<file path="src/rtl/instr_sequencer.sv">
// rtl/instr_sequencer.sv - fetch/decode/issue sequencer with watchdog and retire counter; SEQ_JUMP_EN enables JMP
module instr_sequencer #(
    parameter logic [7:0] START_ADDR = 8'h00,
    parameter int         TIMEOUT    = 32
) (
    input  logic        clk,
    input  logic        rst_n,
    input  logic        start,
    output logic        rom_read,
    output logic [7:0]  rom_addr,
    input  logic [15:0] rom_data,
    output logic        exec_start,
    output logic [3:0]  opcode,
    output logic [5:0]  dest,
    output logic [5:0]  src,
    input  logic        exec_done,
    output logic [7:0]  pc,
    output logic        busy,
    output logic        halted,
    output logic        err,
    output logic [15:0] retired
);

    typedef enum logic [2:0] {
        S_IDLE,
        S_FETCH,
        S_WAIT_ROM,
        S_DECODE,
        S_EXEC,
        S_WAIT_DONE,
        S_HALT,
        S_ERR
    } state_t;

    localparam logic [7:0] TIMEOUT_L = 8'(TIMEOUT);

    state_t      r_state;
    state_t      w_next_state;
    logic [7:0]  r_pc;
    logic [15:0] r_ir;
    logic [15:0] r_retired;
    logic [7:0]  r_wdog;

    logic        w_restart;
    logic        w_retire;
    logic        w_jump;
    logic        w_wdog_expire;
    logic [3:0]  w_op;

    assign w_op          = r_ir[15:12];
    assign w_wdog_expire = (r_wdog + 8'd1) == TIMEOUT_L;

    always_ff @(posedge clk or negedge rst_n) begin
        if (!rst_n) begin
            r_state <= S_IDLE;
        end else begin
            r_state <= w_next_state;
        end
    end

    always_comb begin
        w_next_state = r_state;
        w_restart    = 1'b0;
        w_retire     = 1'b0;
        w_jump       = 1'b0;
        case (r_state)
            S_IDLE, S_HALT, S_ERR: begin
                if (start) begin
                    w_restart    = 1'b1;
                    w_next_state = S_FETCH;
                end
            end
            S_FETCH:    w_next_state = S_WAIT_ROM;
            S_WAIT_ROM: w_next_state = S_DECODE;
            S_DECODE: begin
                if (w_op == 4'h0 || w_op == 4'hF) begin
                    w_next_state = S_HALT;
`ifdef SEQ_JUMP_EN
                end else if (w_op == 4'hD) begin
                    w_jump       = 1'b1;
                    w_next_state = S_FETCH;
`endif
                end else begin
                    w_next_state = S_EXEC;
                end
            end
            S_EXEC:     w_next_state = S_WAIT_DONE;
            S_WAIT_DONE: begin
                // A completion arriving on the final watchdog cycle still retires.
                if (exec_done) begin
                    w_retire     = 1'b1;
                    w_next_state = S_FETCH;
                end else if (w_wdog_expire) begin
                    w_next_state = S_ERR;
                end
            end
            default:    w_next_state = S_IDLE;
        endcase
    end

    always_ff @(posedge clk or negedge rst_n) begin
        if (!rst_n) begin
            r_pc      <= START_ADDR;
            r_ir      <= 16'h0000;
            r_retired <= 16'h0000;
            r_wdog    <= 8'h00;
        end else begin
            if (r_state == S_WAIT_ROM) begin
                r_ir <= rom_data;
            end

            if (w_restart) begin
                r_pc      <= START_ADDR;
                r_retired <= 16'h0000;
            end else if (w_jump || w_retire) begin
                r_pc <= w_jump ? r_ir[7:0] : r_pc + 8'd1;
                if (r_retired != 16'hFFFF) begin
                    r_retired <= r_retired + 16'd1;
                end
            end

            if (r_state == S_EXEC) begin
                r_wdog <= 8'h00;
            end else if (r_state == S_WAIT_DONE && !exec_done) begin
                r_wdog <= r_wdog + 8'd1;
            end
        end
    end

    assign rom_read   = (r_state == S_FETCH);
    assign rom_addr   = r_pc;
    assign exec_start = (r_state == S_EXEC);
    assign opcode     = r_ir[15:12];
    assign dest       = r_ir[11:6];
    assign src        = r_ir[5:0];
    assign pc         = r_pc;
    assign busy       = (r_state == S_FETCH) || (r_state == S_WAIT_ROM) || (r_state == S_DECODE)
                     || (r_state == S_EXEC) || (r_state == S_WAIT_DONE);
    assign halted     = (r_state == S_HALT);
    assign err        = (r_state == S_ERR);
    assign retired    = r_retired;

endmodule

</file>
<file path="config.mk">
export PLATFORM = sky130hd
export DESIGN_NAME = instr_sequencer
export DESIGN_NICKNAME = d
export VERILOG_FILES = /design/src/rtl/instr_sequencer.sv
export SDC_FILE = /design/constraint.sdc
export NUM_CORES = 1
export LEC_CHECK = 0
export CAP_MARGIN = 0
export CORE_MARGIN = 3
export CORE_UTILIZATION = 50
export CTS_CLUSTER_SIZE = 8
export DETAILED_ROUTE_END_ITERATION = 10
export PLACE_DENSITY = 0.88
export SYNTH_ARGS = -nofsm -noshare
export SYNTH_HDL_FRONTEND = slang
export SYNTH_SLANG_ARGS = --single-unit
</file>
<file path="constraint.sdc">
create_clock -name clk -period 2.6 [get_ports clk]
set_clock_uncertainty 0.1 [all_clocks]
set_input_delay 0.52 -clock clk [delete_from_list [all_inputs] [get_ports clk]]
set_output_delay 0.52 -clock clk [all_outputs]
set_load 0.1 [all_outputs]
</file>
==> Yosys cells after proc, flatten, opt, wreduce, memory -nomap -nowiden <==
Cells that the tools add are included.
{ "word_totals": {"reg_bits": 51} }
{ "op_classes": {"n_eq_ne": 12, "add_sub_neg": 3, "muxes": 16, "n_reduce_logical": 15} }
{ "ops": {"columns": ["cell", "n"], "rows": [
  ["2-to-1 mux 16 bit", 3],
  ["2-to-1 mux 8 bit", 4],
  ["case mux 3 bit (6 select lines)", 1],
  ["adder 16 x 1 -> 16 bit (second input constant)", 1],
  ["adder 8 x 1 -> 8 bit (second input constant)", 2],
  ["inequality test 16 bit (second input constant)", 1],
  ["== test 3 bit (second input constant)", 4],
  ["2-to-1 mux 3 bit", 3],
  ["== test 8 x 6 -> 1 bit (second input constant)", 1],
  ["== test 3 x 2 -> 1 bit (second input constant)", 2],
  ["nonzero test 2 bit", 3],
  ["logical OR 1 bit", 5],
  ["== test 4 bit (second input constant)", 1],
  ["logical NOT 4 bit", 1],
  ["2-to-1 mux 1 bit", 4],
  ["AND reduction 2 bit", 2],
  ["== test 3 x 1 -> 1 bit (second input constant)", 1],
  ["logical NOT 3 bit", 1],
  ["inequality test 3 bit (second input constant)", 1],
  ["OR reduction 3 bit", 1],
  ["2-to-1 mux 2 bit", 1],
  ["inequality test 2 bit (second input constant)", 1],
  ["logical AND 1 bit", 1],
  ["logical NOT 1 bit", 1]
]} }

==> Logic depth before layout (Yosys ltp) <==
{ "depth": {"depth_word": 5, "depth_mapped": 7, "mapped_depth_nobuf": 6} }

==> Least setup slack after synthesis <==
OpenSTA, ideal clock, no wires.
{ "synth_path": {"path_kind": "register to register", "start": "register r_state[0]", "end": "register r_wdog[3]", "path_buffers": 1, "arrival_time_ns": 3.699, "stages_incl_launch_ff": 6, "path_slack_ns": -1.330, "period_less_slack_ns": 3.930, "path_cell_list": "dfrtp_1 > clkbuf_1 > nor3b_1 > nor2_1 > o21ai_0 > o31ai_1"} }
{ "synth_lines": {"columns": ["item", "line_no", "rtl"], "rows": [
  ["start, declared", "37", "state_t r_state;"],
  ["start signal, assigned", "57", "r_state <= w_next_state;"],
  ["== test 3 bit *", null, null],
  ["net exec_start", "12", "output logic exec_start,"],
  ["2-to-1 mux 8 bit / nonzero test 2 bit (equally long branches)", null, null],
  ["end signal, assigned", "125", "r_wdog <= r_wdog + 8'd1;"],
  ["end, declared", "42", "logic [7:0] r_wdog;"]
]} }
The timed path passes the listed nets; every way through them passes the cells marked *.
A chain may end at the register's enable or synchronous reset.

==> Final worst setup path <==
{ "layout_path": {"start": "register r_state[1]", "end": "output port busy"} }
{ "layout_via": {"elab_chain_cells": 5} }
{ "layout_rtl": {"columns": ["item", "line_no", "rtl"], "rows": [
  ["== test 3 x 1 -> 1 bit / == test 3 x 2 -> 1 bit (equally long branches)", "137", "assign busy = (r_state == S_FETCH) || (r_state == S_WAIT_ROM) || (r_state == S_DECODE)"],
  ["logical OR 1 bit (2 in series)", "137", null],
  ["logical OR 1 bit", "138", "|| (r_state == S_EXEC) || (r_state == S_WAIT_DONE);"],
  ["logical OR 1 bit *", "138", null],
  ["end, declared", "18", "output logic busy,"]
]} }
Mark *: on every way between the ends. The rest lies on a longest branch, timed or not.

==> flow_metrics.tcl <==
set metrics [dict create \
    rrSetupSlack_ns 0.58 \
    io_pins 73 \
    dp_hpwl_um 4230 \
    rsz0062_at_grt "no" \
    clock.fmax_mhz 457 \
    fin_util_pct 67.4 \
    post_cts_buffers 0 \
    cts_hold_buf 0 \
    grt_pass1_wl_um 9450 \
    start_util_pct 52.1 \
    slew_headroom_pct 69.3 \
    yosysTopAreaCell "dfrtp_1" \
    path_buf_inv 2 \
    crit_type "flop to primary output" \
    synthTopCellsByArea "dfrtp_1 (47%), mux2_2 (6.7%), xnor2_1 (5.2%), nor2_1 (4.5%), a2111oi_4 (3.1%)" \
    timing.rr.start "r_state[2]$_DFFE_PN0P_" \
    worst_slack_ns 0.411 \
    worstPathRequired_ns 1.98 \
    worst-path-max-fanout 11 \
    critPathArrivalTime_ns 1.57 \
    critPathTopFamily "flip-flops" \
    power_mw 4.30 \
    critPathCaptureType "primary output" \
    rows 26 \
    run_status "finished clean" \
    worst_pin_slew_ns 0.461 \
    ys_seq_area_share_pct 47.4 \
    antenna_left 0 \
    antenna_found_initial 0 \
    dieHeight_um 79.4 \
    cts_tree "built" \
    synth-edff-count 0 \
    drtIter0Drc 60 \
    htreeDepth 2 \
    fp.coreArea_um2 5170 \
    synth_top_area_share_pct 47.4 \
    grtUsageTotal_pct 18.9 \
    synthCells 247 \
    tns_ns 0 \
    r2r_cells 4 \
    via_count 2092 \
    globalplace.congestion 0.828 \
    ir_drop_uv 963 \
    firstDrtPassIters 4 \
    period_minus_slack_ns 2.19 \
    hold_path_class "primary input to asynchronous set/reset pin" \
    drc 0 \
    hold_violations 0 \
    clkTransAtPathRegs_ns 0.09 \
    ys_top_cells_by_count "dfrtp_1 (51), nor2_1 (32), mux2_2 (16), xnor2_1 (16)" \
    die_w_um 79.4 \
    ctsLongestPathBuffers 2 \
    cpPeakStageDelay_ns 0.54 \
    cts_resized 0 \
    portBuffers 72 \
    path_cells "buf_4 > nor3_1 > a21oi_2 > buf_12" \
    cts_inserted_buffers 5 \
    place_ws_ns 0.210 \
    grt_start_max_net_pins 25 \
    syn_area_per_cell_um2 10.9 \
    synth_top_flop_cell "dfrtp_1" \
    gr-total-overflow 0 \
    cts_sinks 51 \
    ys_types 49 \
    synth.most_common_cell "dfrtp_1" \
    wl_um 5630 \
    syn_area_um2 2700 \
    die-area_um2 6310 \
    yosysWarnings 0 \
    leakagePower_nw 1.53 \
    slew_viol_final 0 \
    wl_per_cell_um 14.5 \
    max_cap_violations 0 \
    async_reset_ff_share_pct 100 \
    clock-root-buffer "clkbuf_8" \
    synth_seq_cells 51 \
    fin_crit_sh_pct 84.2 \
    syn2layout_area_growth_pct 29.3 \
    antenna_cells 0 \
    drive_gt1_share_pct 30.8 \
    r2r-end "retired[15]$_DFFE_PN0P_" \
    nNetsFinal 342 \
    powerDensity_nw_per_um2 1230 \
    syn_nets 271 \
    clock_latency_ns 0.30 \
    slowest_stage "dfrtp_1" \
    setup_viol_count_final 0 \
    viasPerCell 5.39 \
    grt_pass1_vias 2129 \
    critPathLaunchType "flop" \
]
-- through the flow --
stage / hold slack [ns] / cells / area (µm²)
CTS: 0.00771 / 388 / 3490
floorplan: 0.124 / 247 / 2710
global placement: 0.331 / 381 / 3380
finish: 0.00401 / 388 / 3490
global route: 0.0217 / 388 / 3490
detailed placement: 0.335 / 381 / 3380
-- where the power goes --
group	switching, mW	internal, mW	total (mW)
sequential	0.205	0.988	1.19
combinational	1.91	0.668	2.57
clock	0.247	0.282	0.530
total	2.36	1.94	4.30
-- layout by cell type (no fill, tap or decap), drive strengths merged, types with 3 or more instances in the layout --
master	synthesis	layout
xnor2	16	16
buf	11	62
nor2	32	32
nor4	4	4
mux2	16	16
nor3b	3	3
nand3	13	13
o31ai	3	3
and3	4	4
a2111oi	4	4
nand2	12	12
dfrtp	51	51
nor3	3	3
xor2	7	7
inv	4	4
and2	3	3
nand4	6	6
and4	4	4
a21oi	7	7
clkdlybuf4s50	0	18
clkbuf	5	6
o21ai	10	10
ha	4	4
a211oi	4	4
-- layer usage --
metal	track usage [%]	part of all wire [%]
met1	23.0	44
met2	33.3	51
met3	4.85	5.1
met4	4.64	0.52
met5	0	0
-- layout make-up --
class | instances | area [µm²]
inverters | 4 | 15.0
clock inverters | 1 | 30.0
well taps | 70 | 87.6
repair buffers | 80 | 693
flip-flops and latches | 51 | 1280
multi-input cells | 176 | 1310
fillers | 411 | 1690
clock buffers | 6 | 72.6
-- worst max-delay path by stage --
stage	to	from	cells past startpoint	slack (ns)
final	busy	r_state[1]$_DFFE_PN0P_	4	0.41
after global routing	busy	r_state[1]$_DFFE_PN0P_	4	0.32
after CTS	busy	r_state[1]$_DFFE_PN0P_	4	0.40
after detailed placement	retired[15]$_DFFE_PN0P_	exec_done	5	0.21
after global placement	retired[15]$_DFFE_PN0P_	exec_done	5	0.28
after floorplan	r_wdog[3]$_DFFE_PN0N_	r_state[0]$_DFFE_PN0P_	5	-0.13
-- state kept, by name (all words and copies together), names as in the netlist --
name,flops
r_ir,16
retired,16
pc,8
r_wdog,8
r_state,3
-- worst reg2reg max path: cells and delay by family, from the launching register on --
family	cells	cell delay, ns
flops	1	0.64
compound gates	1	0.16
simple gates	3	1.06
-- cell families (layout without fill, tap and decap cells) --
group | count (synthesis) | in the layout | share of synthesized area [%]
xor+xnor | 23 | 23 | 7.47
mux | 18 | 18 | 7.43
fa+ha+maj | 4 | 4 | 1.86
simple gates | 94 | 94 | 20.0
buf+inv | 20 | 91 | 4.50
compound gates | 37 | 37 | 11.4
flops | 51 | 51 | 47.4
Power figures use the tool's default switching activity.
